**src/rtl/pe_pkg.sv**
```systemverilog
// rtl/pe_pkg.sv - shared defaults, accumulator clamp constants and state encoding for the PE
package pe_pkg;

  localparam int DEF_DATA_W = 8;
  localparam int DEF_ACC_W  = 2 * DEF_DATA_W + 4;

  localparam logic [0:0] IDLE  = 1'b0;
  localparam logic [0:0] ACCUM = 1'b1;

  // Returned at 64 bits; callers keep the low w bits (valid for 2 <= w <= 64).
  function automatic logic [63:0] acc_smax(input int w);
    return {64{1'b1}} >> (65 - w);
  endfunction

  function automatic logic [63:0] acc_smin(input int w);
    return ~acc_smax(w);
  endfunction

  function automatic logic [63:0] acc_umax(input int w);
    return {64{1'b1}} >> (64 - w);
  endfunction

endpackage

```
**src/rtl/pe_mac_sat.sv**
```systemverilog
// rtl/pe_mac_sat.sv - combinational multiply, extend, accumulate, overflow detect and clamp
module pe_mac_sat
  import pe_pkg::*;
#(
  parameter int DATA_W   = DEF_DATA_W,
  parameter int ACC_W    = 2 * DATA_W + 4,
  parameter int SATURATE = 1
) (
  input  logic [DATA_W-1:0] a,
  input  logic [DATA_W-1:0] b,
  input  logic [ACC_W-1:0]  base,
  input  logic              signed_mode,
  output logic [ACC_W-1:0]  sum,
  output logic              ovf
);

  localparam int PW = 2 * DATA_W;
  localparam logic [63:0] SMAX64 = acc_smax(ACC_W);
  localparam logic [63:0] SMIN64 = acc_smin(ACC_W);
  localparam logic [63:0] UMAX64 = acc_umax(ACC_W);
  localparam logic [ACC_W-1:0] SMAX = SMAX64[ACC_W-1:0];
  localparam logic [ACC_W-1:0] SMIN = SMIN64[ACC_W-1:0];
  localparam logic [ACC_W-1:0] UMAX = UMAX64[ACC_W-1:0];

  logic [PW-1:0]    a_x;
  logic [PW-1:0]    b_x;
  logic [PW-1:0]    prod;
  logic [ACC_W-1:0] prod_ext;
  logic [ACC_W:0]   wide;
  logic [ACC_W-1:0] raw;
  logic             ovf_s;
  logic             ovf_u;

  // Extending operands to 2*DATA_W makes the low PW bits of the product exact in both modes.
  assign a_x  = {{DATA_W{signed_mode & a[DATA_W-1]}}, a};
  assign b_x  = {{DATA_W{signed_mode & b[DATA_W-1]}}, b};
  assign prod = a_x * b_x;

  generate
    if (ACC_W > PW) begin : g_ext
      assign prod_ext = {{(ACC_W-PW){signed_mode & prod[PW-1]}}, prod};
    end else begin : g_noext
      assign prod_ext = prod;
    end
  endgenerate

  assign wide  = {1'b0, base} + {1'b0, prod_ext};
  assign raw   = wide[ACC_W-1:0];
  assign ovf_s = (base[ACC_W-1] == prod_ext[ACC_W-1]) && (raw[ACC_W-1] != base[ACC_W-1]);
  assign ovf_u = wide[ACC_W];
  assign ovf   = signed_mode ? ovf_s : ovf_u;

  always_comb begin
    sum = raw;
    if (SATURATE != 0 && ovf) begin
      if (!signed_mode) sum = UMAX;
      else              sum = base[ACC_W-1] ? SMIN : SMAX;
    end
  end

endmodule

```
**src/rtl/systolic_pe_drain.sv**
```systemverilog
// rtl/systolic_pe_drain.sv - output-stationary PE with tagged dot products and a load-then-shift drain
module systolic_pe_drain
  import pe_pkg::*;
#(
  parameter int DATA_W   = DEF_DATA_W,
  parameter int ACC_W    = 2 * DATA_W + 4,
  parameter int SATURATE = 1
) (
  input  logic              clk,
  input  logic              rst,
  input  logic              signed_mode,
  input  logic [DATA_W-1:0] a_in,
  input  logic              a_valid_in,
  input  logic              first_in,
  input  logic              last_in,
  input  logic [DATA_W-1:0] b_in,
  input  logic              b_valid_in,
  output logic [DATA_W-1:0] a_out,
  output logic              a_valid_out,
  output logic              first_out,
  output logic              last_out,
  output logic [DATA_W-1:0] b_out,
  output logic              b_valid_out,
  input  logic              drain_en,
  input  logic [ACC_W-1:0]  drain_in,
  input  logic              drain_valid_in,
  output logic [ACC_W-1:0]  drain_out,
  output logic              drain_valid_out,
  output logic              res_pending,
  output logic              ovf,
  output logic              err_misalign,
  output logic              err_lost
);

  logic [0:0]       state;
  logic [ACC_W-1:0] acc;
  logic [ACC_W-1:0] res_q;
  logic [ACC_W-1:0] base;
  logic [ACC_W-1:0] sum;
  logic             mac_ovf;
  logic             beat;
  logic             accept;
  logic             capture;
  logic             own_load;

  assign beat     = a_valid_in & b_valid_in;
  assign accept   = beat & (first_in | (state == ACCUM));
  assign capture  = accept & last_in;
  assign own_load = drain_en & res_pending;
  assign base     = first_in ? '0 : acc;

  pe_mac_sat #(
    .DATA_W  (DATA_W),
    .ACC_W   (ACC_W),
    .SATURATE(SATURATE)
  ) u_mac (
    .a          (a_in),
    .b          (b_in),
    .base       (base),
    .signed_mode(signed_mode),
    .sum        (sum),
    .ovf        (mac_ovf)
  );

  always_ff @(posedge clk) begin
    if (rst) begin
      a_out           <= '0;
      a_valid_out     <= 1'b0;
      first_out       <= 1'b0;
      last_out        <= 1'b0;
      b_out           <= '0;
      b_valid_out     <= 1'b0;
      state           <= IDLE;
      acc             <= '0;
      res_q           <= '0;
      res_pending     <= 1'b0;
      drain_out       <= '0;
      drain_valid_out <= 1'b0;
      ovf             <= 1'b0;
      err_misalign    <= 1'b0;
      err_lost        <= 1'b0;
    end else begin
      a_valid_out <= a_valid_in;
      b_valid_out <= b_valid_in;
      first_out   <= first_in;
      last_out    <= last_in;
      if (a_valid_in) a_out <= a_in;
      if (b_valid_in) b_out <= b_in;

      if (a_valid_in != b_valid_in) err_misalign <= 1'b1;

      if (accept) begin
        acc   <= sum;
        ovf   <= first_in ? mac_ovf : (ovf | mac_ovf);
        state <= last_in ? IDLE : ACCUM;
      end

      if (drain_en) begin
        if (res_pending) begin
          drain_out       <= res_q;
          drain_valid_out <= 1'b1;
        end else begin
          drain_out       <= drain_in;
          drain_valid_out <= drain_valid_in;
        end
      end

      // A capture racing an own-load hands the old result to the chain and keeps the new one pending.
      if (capture) begin
        res_q       <= sum;
        res_pending <= 1'b1;
        if (res_pending && !drain_en) err_lost <= 1'b1;
      end else if (own_load) begin
        res_pending <= 1'b0;
      end
    end
  end

endmodule

```
**config.mk**
```make
export PLATFORM = sky130hd
export DESIGN_NAME = systolic_pe_drain
export DESIGN_NICKNAME = d
export VERILOG_FILES = /design/src/rtl/pe_pkg.sv /design/src/rtl/pe_mac_sat.sv /design/src/rtl/systolic_pe_drain.sv
export SDC_FILE = /design/constraint.sdc
export NUM_CORES = 1
export LEC_CHECK = 0
export ABC_AREA = 1
export CORE_UTILIZATION = 39
export CTS_BUF_LIST = sky130_fd_sc_hd__clkbuf_8
export CTS_CLUSTER_SIZE = 14
export DETAILED_ROUTE_END_ITERATION = 8
export SETUP_SLACK_MARGIN = 0.15
export SYNTH_ARGS = -nofsm -noshare
export SYNTH_HDL_FRONTEND = slang
export SYNTH_SLANG_ARGS = --single-unit
```
**constraint.sdc**
```tcl
create_clock -name clk -period 8.7 [get_ports clk]
set_input_delay 2.175 -clock clk [delete_from_list [all_inputs] [get_ports clk]]
set_output_delay 2.175 -clock clk [all_outputs]
set_load 0.1 [all_outputs]
```
==> reports/metrics.yaml, run 1 <==
power_frac_seq: 0.160
slew_violations: 0
post-dp-hpwl_um: 14400
p_leak_nw: 5.330
cpPeakStageDelay_ns: 0.56
ys_seq_elements: 86
synth-main-ff-cell: "dfxtp_1"
placement.io_buffers: 89
numCtsBuffers: 9
synth.distinct_cells: 33
vias_per_cell: 4.712
drt_iter0_drc: 409
grt_pass1_vias: 6718
rows: 50
fin_crit_sh: 0.9401
clk_latency_ns: 0.37
core_area_um2: 18710
syn_avg_cell_area_um2: 6.977
cts.clk_slew.worst_paths_ns: 0.10
antenna_found_initial: 0
drive_gt1_frac: 0.1164
slowest_stage: "clkdlybuf4s50_1"
regToRegSetupSlack_ns: 5.80
grt_pass1_wl_um: 31840
grt-ovfl-total: 0
wl_um: 18360
p_comb_frac: 0.731
start_kind: "input port"
crit_path_frequent_cell: "nand2_1"
powerDensity_nw_per_um2: 294.4
grt_usage: 0.1997
cts_tree: "yes"
internal-power_w: 0.001504
ant_nets: 0
syn_inst: 1070
hp-class: "reg2reg"
yosysSeqAreaShare: 0.2306
root_buffer: "clkbuf_8"
dr.pass1.iters: 5
clock_skew_ns: 0.009796
hold_depth: 2
maxCapViolCount: 0
critical_path_class: "in2reg"
clock.fmax_mhz: 122.3
synth_edf_count: 0
p_sw_w: 0.001283
routedWlPerCell_um: 12.70
rsz0062_at_grt: "no"
pwr-share-clk: 0.110
via_count: 6809
final.fill_count: 1851
regArea_um2: 1722
cp-end-kind: "flip-flop"
finalHoldViolations: 0
dp.cells: 1421
finalSetupViolations: 0
instances_no_fill: 1445
initial_core_util: 0.3991
period_needed_ns: 8.179
tightest_slew_ns: 1.046
netSwitchingFraction: 0.4603
place.gp.congestion: 0.8349
cts.sinks: 86
multiInputGateArea_um2: 4771
r2r_cells: 23
htree_levels: 3
areaGrowthSynthToFinish_pct: 26.81
yosys_warnings: 0
syn_area_um2: 7466
die_x_um: 140.4
ios: 90
vdd_drop_max_mv: 0.1905
grt_max_degree: 44
crit_arrival_ns: 8.46
antenna_cells: 0
status: "completed"
nNetsFinal: 1366
path_max_fanout: 19
clock_path_buffers: 2
die-area_um2: 19700
drc_errors: 0
cts_hold_buf: 0
synth_fp_nets: 1230
slew-limit-headroom: 0.3004
die_h_um: 140.4
worstPathRequired_ns: 8.98
finish.utilization: 0.5062
async_reset_ff_frac: 0
per-stage QoR:
stage	TNS (ns)	hold WS [ns]	setup slack [ns]	total power, W	cell area (µm²)
floorplan	0	0.4262	0.3715	0.001790	7466
global placement	-10.45	0.4399	-0.2834	0.002371	9037
detailed placement	-15.90	0.4417	-0.4234	0.002383	9037
CTS	0	0.4597	0.2022	0.002702	9239
global route	0	0.4752	0.1338	0.003107	9468
finish	0	0.4591	0.5213	0.002787	9468
cells in the final DEF, fill, tap and decap left out, drive strengths merged:
master,synthesis,routed
dfxtp,86,86
clkinvlp,0,1
clkbuf,38,12
nand4,2,2
ha,51,51
clkdlybuf4s50,0,75
a21boi,1,1
nand2,284,284
nor2,85,85
a211oi,2,2
nand3,90,90
dlymetal6s2s,0,12
o31ai,1,1
a21oi,42,42
a21o,3,3
buf,14,86
or2,2,2
o21a,1,1
nor3,2,2
fa,64,64
clkinv,1,3
o211ai,21,21
o21bai,1,1
inv,220,223
o21ai,30,30
xnor2,9,9
xor2,16,16
bufinv,0,1
a31oi,3,3
clkdlybuf4s15,0,1
nand3b,1,1
path summary, 6_finish.rpt:
| kind | to | from |
|---|---|---|
| worst min-delay path | res_q[6] | res_q[6] |
| worst min register to register | res_q[6] | res_q[6] |
| worst max-delay path | acc[18] | b_in[6] |
| worst max register to register | acc[18] | acc[0] |
final cells by class:
class                   count  share of cell area
repair buffers            177              0.1742
clock buffers               9             0.01308
flip-flops and latches     86              0.1818
inverters                 221             0.08762
well taps                 234             0.03092
clock inverters             7            0.008458
multi-input cells         711              0.5039
power by group through the flow:
stage	clock (W)	combinational [W]	sequential, W
2_1_floorplan	0	0.00124	0.000551
3_3_place_gp	0	0.00192	0.000453
3_5_place_dp	0	0.00193	0.000454
4_1_cts	0.000314	0.00194	0.000445
5_1_grt	0.000332	0.00233	0.000449
6_report	0.000305	0.00204	0.000445
synthesized netlist by cell type, drive strengths merged, types with 16 or more instances:
| cell type | n | area [µm²] |
|---|---|---|
| a21oi | 42 | 210.2 |
| clkbuf | 38 | 142.6 |
| dfxtp | 86 | 1722 |
| fa | 64 | 1281 |
| ha | 51 | 638.1 |
| inv | 220 | 825.8 |
| nand2 | 284 | 1086 |
| nand3 | 90 | 478.0 |
| nor2 | 85 | 324.1 |
| o211ai | 21 | 157.7 |
| o21ai | 30 | 153.9 |
| xor2 | 16 | 140.1 |
cell families after synthesis:
kind of cell             after synthesis  synth area share
AO/OA/AOI/OAI                        105           0.08145
XOR/XNOR                              25           0.02933
adder cells (fa/ha/maj)              115            0.2571
buffers and inverters                273            0.1430
flip-flops                            86            0.2306
AND/OR/NAND/NOR                      466            0.2586
timing repair:
item | in CTS | in global routing
gates cloned | 0 | 3
pin swaps | 0 | 16
endpoints found under the setup margin | 41 | 41
buffers inserted | 0 | 5
gates resized for setup | 3 | 40
critical path, delay by kind of cell:
kind / cells / cell delay, ns
AOI/OAI and AO/OA: 5 / 0.67
xor gates and xnor gates: 1 / 0.13
adders and majority gates: 7 / 3.18
buffers and inverters: 6 / 0.96
and+or+nand+nor: 16 / 1.33
per-layer routing:
metal	GRT usage	wire [µm]	up-vias	share of wire
li1	-	-	3518	-
met1	0.2761	9273	3188	0.51
met2	0.3361	8382	90	0.46
met3	0.02393	535	13	0.029
met4	0.03817	167	0	0.0091
met5	0	0	-	0
flip-flops by register name (all words and copies together), names as in the netlist, 8 cells and up:
| name | flops |
|---|---|
| a_out | 8 |
| acc | 20 |
| b_out | 8 |
| drain_out | 20 |
| res_q | 20 |
(Power assumes the default switching activity.)
==> run 2, diff against run 1 <==
--- a/config.mk
+++ b/config.mk
@@ -10,6 +10,7 @@
 export CTS_BUF_LIST = sky130_fd_sc_hd__clkbuf_8
 export CTS_CLUSTER_SIZE = 14
 export DETAILED_ROUTE_END_ITERATION = 8
+export REMOVE_ABC_BUFFERS = 1
 export SETUP_SLACK_MARGIN = 0.15
 export SYNTH_ARGS = -nofsm -noshare
 export SYNTH_HDL_FRONTEND = slang
==> run 2 against run 1 <==
Die area unchanged. Clock power decreased by 5%. Sequential share of layout area about the same. Final cell count decreased by 0.42%. Flip-flop and latch count unchanged. Clock-buffer cell count increased by 1. Register-to-register slack got worse by 0.11 ns. Total power increased by 0.73%. Combinational power about the same.
==> reports/metrics.yaml, run 2 (synthesized netlist as in run 1, its figures left out) <==
core_area_um2: 18710  # unchanged
crit_path_frequent_cell: "nand2_1"
rows: 50  # unchanged
cp-end-kind: "flip-flop"
tightest_slew_ns: 1.253  # +0.2068 ns
period_needed_ns: 8.189  # +0.01056 ns
powerDensity_nw_per_um2: 297.1  # +0.91%
grt_max_degree: 44  # unchanged
reg_top3: "acc x20, drain_out x20, res_q x20"
layout_commonest_cell: "nand2_1"
drt_iter0_drc: 284  # -31%
cts_tree: "yes"
critical-path-top-delay-family: "adder cells"
final_cell_mix: "nand2_1 (272), inv_1 (217), dfxtp_1 (86)"
clock_skew_ns: 0.01980  # +0.01000 ns
ios: 90  # unchanged
p_leak_nw: 5.261  # -1.3%
place.gp.congestion: 0.8384  # +0.42%
placement.io_buffers: 89  # unchanged
dr.pass1.iters: 4  # -1
areaGrowthSynthToFinish_pct: 26.58
clk_latency_ns: 0.40  # +0.03 ns
grt_pass1_wl_um: 31070  # -2.4%
wl_um: 18250  # -0.60%
grt_usage: 0.1976  # -0.002087
initial_core_util: 0.3991  # unchanged
die_h_um: 140.4  # unchanged
finish.utilization: 0.5052  # -0.0009370
die_x_um: 140.4  # unchanged
drive_gt1_frac: 0.1195  # +0.003069
setup_tns_ns: 0  # unchanged
slew-limit-headroom: 0.1616  # -0.1388
ant_nets: 0  # unchanged
final.fill_count: 1883  # +1.7%
routedWlPerCell_um: 12.68  # -0.18%
numCtsBuffers: 9  # unchanged
finalSetupViolations: 0  # unchanged
vdd_drop_max_mv: 0.2116  # +11%
place_ws_ns: -0.4528  # -0.02941 ns
hp-class: "reg2reg"
antenna_cells: 0  # unchanged
rsz0062_at_grt: "no"
status: "completed"
post-dp-hpwl_um: 14110  # -2.0%
clock.fmax_mhz: 122.1  # -0.13%
maxCapViolCount: 0  # unchanged
worstPathRequired_ns: 9.03  # +0.05 ns
path_max_fanout: 15  # -4
finalHoldViolations: 0  # unchanged
htree_levels: 3  # unchanged
worst_slack_ns: 0.5107  # -0.01056 ns
cts.clk_slew.worst_paths_ns: 0.09  # about the same
grt-ovfl-total: 0  # unchanged
cpPeakStageDelay_ns: 0.55  # about the same
drc_errors: 0  # unchanged
fin_crit_sh: 0.9413  # +0.001214
cts_hold_buf: 0  # unchanged
die-area_um2: 19700  # unchanged
root_buffer: "clkbuf_8"
instances_no_fill: 1439  # -0.42%
via_count: 6819  # +0.15%
slew_violations: 0  # unchanged
slowest_stage: "fa_1"
clock_path_buffers: 2  # unchanged
grt_pass1_vias: 6678  # -0.60%
start_kind: "input port"
antenna_found_initial: 0  # unchanged
crit_arrival_ns: 8.52  # +0.06 ns
crit_buf_inv: 10  # +4
nNetsFinal: 1360  # -0.44%
dp.cells: 1417  # -0.28%
vias_per_cell: 4.739  # +0.56%
cts.sinks: 86  # unchanged
critical_path_class: "in2reg"
run 2: area by class of cell:
cell class | count | area, µm² | area share
multi-input combinational | 711 | 4808 | 0.5088
clock buffer | 10 | 137.6 | 0.01456
clock inverter | 6 | 52.55 | 0.005561
timing repair buffer | 171 | 1604 | 0.1697
inverter | 221 | 833.3 | 0.08818
sequential | 86 | 1722 | 0.1822
tap | 234 | 292.8 | 0.03098
run 2: final timing paths:
kind              depth (start not counted)        start  slack, ns   endpoint
hold / removal                            2    res_q[11]       0.46  res_q[11]
hold reg to reg                           2    res_q[11]       0.46  res_q[11]
setup reg to reg                         23       acc[0]       5.69     acc[6]
setup / recovery                         39  signed_mode       0.51  res_q[10]
run 2: per-stage QoR:
step / hold WS (ns) / total power, W / cell area, µm²
global route: 0.4847 / 0.003115 / 9450
detailed placement: 0.4436 / 0.002402 / 9020
global placement: 0.4412 / 0.002391 / 9020
floorplan: 0.4262 / 0.001770 / 7228
finish: 0.4581 / 0.002807 / 9450
CTS: 0.4587 / 0.002730 / 9259
run 2: routing by layer:
metal	part of all wire	vias up	track usage
met5	0	-	0
met3	0.045	12	0.03111
met2	0.47	103	0.3437
met1	0.47	3193	0.2534
li1	-	3511	-
met4	0.011	0	0.05379
run 2: what timing repair did:
item	CTS	global route
pin swaps	2	15
gates cloned	1	0
gates resized for setup	8	41
setup buffers	1	4
setup endpoints to repair	40	41
run 2: tightest hold or removal path, cell delays in order (launching register included):
cell and delay (ns):
dfxtp_1 0.32, nand2_1 0.06, nand2_1 0.05
run 2: power by group:
part	switching (W)	internal [W]
clock network	0.000173	0.000116
registers	0.0000153	0.000430
logic	0.00113	0.000946
total	0.00132	0.00149
==> run 3, diff against run 2 <==
==> constraint.sdc (replaced) <==
create_clock -name clk -period 10.6 [get_ports clk]
set_input_delay 2.65 -clock clk [delete_from_list [all_inputs] [get_ports clk]]
set_output_delay 2.65 -clock clk [all_outputs]
set_load 0.1 [all_outputs]
==> run 3 against run 2 <==
Non-clock buffer count fell by 64. Global-route usage down 0.80 points. Combinational power decreased by 35%. Hold slack worse by 0.0021 ns. Final cell count down 4.5%. Cell area shrank 7.7%. Utilization fell by 3.9 points. Clock skew decreased by 0.0090 ns. Clock power shrank 24%. Total power down 31%. Clock-buffer cell count down 1. Flip-flop and latch count is the same. Critical endpoint is now res_q[5]. Highest routed layer unchanged.
==> reports/metrics.yaml, run 3 (synthesized netlist as in run 1, its figures left out) <==
finalSetupViolations: 0  # unchanged
final.fill_count: 1939  # +3.0%
timing.rr.start: "acc[2]"
drive_gt1_frac: 0.04474  # -0.07477
r2r_cells: 19  # -17%
powerDensity_nw_per_um2: 221.3  # -26%
globalRoute.busiestLayer: "met2"
cts_tree: "yes"
slowest_stage: "clkdlybuf4s50_1"
regToRegSetupSlack_ns: 7.30  # +1.61 ns
vias_per_cell: 4.737  # about the same
vdd_drop_max_mv: 0.1480  # -30%
die_x_um: 140.4  # unchanged
drc_errors: 0  # unchanged
use_met2: 0.3289  # -0.01474
grt_max_degree: 44  # unchanged
via_count: 6508  # -4.6%
cts-resized-gates: 0  # -8
cts.clk_slew.worst_paths_ns: 0.09  # about the same
worstSetupPathDepth: 34  # -13%
numCtsBuffers: 9  # unchanged
status: "completed"
critical-path-top-delay-family: "adder cells"
grt_use_met1: 0.2446  # -0.008795
grt_pass1_vias: 6582  # -1.4%
clk_latency_ns: 0.38  # -0.02 ns
grt_pass1_wl_um: 30150  # -3.0%
crit_buf_inv: 4  # -6
areaGrowthSynthToFinish_pct: 16.78
place.gp.congestion: 0.7889  # -5.9%
root_buffer: "clkbuf_8"
final_cell_mix: "nand2_1 (276), inv_1 (219), clkdlybuf4s50_1 (89)"
p_total_w: 0.001929  # -31%
path_max_fanout: 38  # +23
r2r_end: "res_q[5]"
instances_no_fill: 1374  # -4.5%
hold_start: "res_q[3]"
placement.io_buffers: 89  # unchanged
reg_top3: "acc x20, drain_out x20, res_q x20"
layout_commonest_cell: "nand2_1"
dr.pass1.iters: 5  # +1
finalHoldViolations: 0  # unchanged
hp-class: "reg2reg"
place_area_um2: 8547  # -5.2%
setup_tns_ns: 0  # unchanged
initial_core_util: 0.3991  # unchanged
start_kind: "input port"
antenna_found_initial: 0  # unchanged
nNetsFinal: 1296  # -4.7%
worst_slack_ns: 1.034  # +0.5230 ns
hold_depth: 2  # unchanged
rsz0062_at_grt: "no"
crit_path_frequent_cell: "nand2_1"
post-dp-hpwl_um: 13340  # -5.5%
rows: 50  # unchanged
wl_um: 17300  # -5.2%
grt.met3_usage: 0.02667  # -0.004444
grt_usage: 0.1897  # -0.007958
finalInstanceArea_um2: 8718  # -7.7%
cts.sinks: 86  # unchanged
worstPathRequired_ns: 10.88  # +1.85 ns
die-area_um2: 19700  # unchanged
maxCapViolCount: 0  # unchanged
period_needed_ns: 9.566
htree_levels: 3  # unchanged
place_ws_ns: 0.6733  # +1.126 ns
core_area_um2: 18710  # unchanged
antenna_cells: 0  # unchanged
critical_path_class: "in2reg"
dp.cells: 1359  # -4.1%
cts_hold_buf: 0  # unchanged
slew-limit-headroom: 0.3414  # +0.1798
clock_skew_ns: 0.01084  # -0.008960 ns
cpPeakStageDelay_ns: 0.82  # +0.27 ns
fin_crit_sh: 0.9025
clock_path_buffers: 2  # unchanged
cp-end-kind: "flip-flop"
ant_nets: 0  # unchanged
clock.fmax_mhz: 104.5
postCtsSetupRepairBufs: 0  # -1
slew_violations: 0  # unchanged
grt-ovfl-total: 0  # unchanged
routedWlPerCell_um: 12.59  # -0.72%
worst_hold_path.endpoint: "res_q[3]"
drt_iter0_drc: 239  # -16%
ios: 90  # unchanged
crit_arrival_ns: 9.85  # +1.33 ns
die_h_um: 140.4  # unchanged
p_leak_nw: 4.800  # -8.8%
tightest_slew_ns: 0.9847  # -0.2682 ns
run 3: cell types whose count changed in the layout (fill, tap and decap cells not counted), moves of 7 or more:
cell,before,now
dlymetal6s2s_1,9,0
nor2_2,9,2
nor2_1,76,83
clkdlybuf4s50_1,78,89
buf_4,73,18
run 3: cell type report:
type | count | area [µm²] | share of cell area
timing repair buffer | 107 | 1026 | 0.1177
tap | 234 | 292.8 | 0.03358
inverter | 221 | 829.5 | 0.09515
clock inverter | 6 | 47.55 | 0.005454
clock buffer | 9 | 123.9 | 0.01421
multi-input combinational | 711 | 4677 | 0.5365
sequential | 86 | 1722 | 0.1975
run 3: stage by stage:
step                        util  hold WS [ns]
after detailed placement  0.4569        0.4396
after global routing      0.4661        0.4710
after floorplan                -        0.4262
after global placement    0.4569        0.4395
final                     0.4661        0.4560
after CTS                 0.4661        0.4595
run 3: how the worst max path moves through the flow:
| stage | slack [ns] | end | startpoint |
|---|---|---|---|
| 2_1_floorplan | 1.52 | acc[0] | signed_mode |
| 3_3_place_gp | 0.71 | res_q[5] | a_in[2] |
| 3_5_place_dp | 0.67 | res_q[5] | signed_mode |
| 4_1_cts | 1.06 | res_q[5] | signed_mode |
| 5_1_grt | 0.40 | res_q[18] | signed_mode |
| 6_report | 1.03 | res_q[5] | a_in[2] |
run 3: metal layers:
layer	up-vias	wire (µm)
met3	19	630
met4	0	221
met5	-	0
met1	3014	8262
li1	3370	-
met2	105	8183
run 3: worst reg2reg max path, cell delays in order, from the launching register on:
cell and delay, ns:
dfxtp_1 0.31, inv_1 0.07, nor2_1 0.05, ha_1 0.39, nand3_1 0.09, nand2_1 0.10, a21o_1 0.12, a21oi_1 0.08
o21ai_0 0.50, nand3_1 0.13, nand3_1 0.17, nand3_2 0.11, nand3_1 0.10, nand2_2 0.08, nand2_2 0.07, nand2_2 0.06
nand2_2 0.47, nand2_1 0.17, nand2_1 0.10, nand2_1 0.04
run 3: power breakdown:
part | internal [W] | switching, W
Combinational | 0.000520 | 0.000824
Clock | 0.0000855 | 0.000134
Sequential | 0.000353 | 0.0000123
Total | 0.000958 | 0.000971
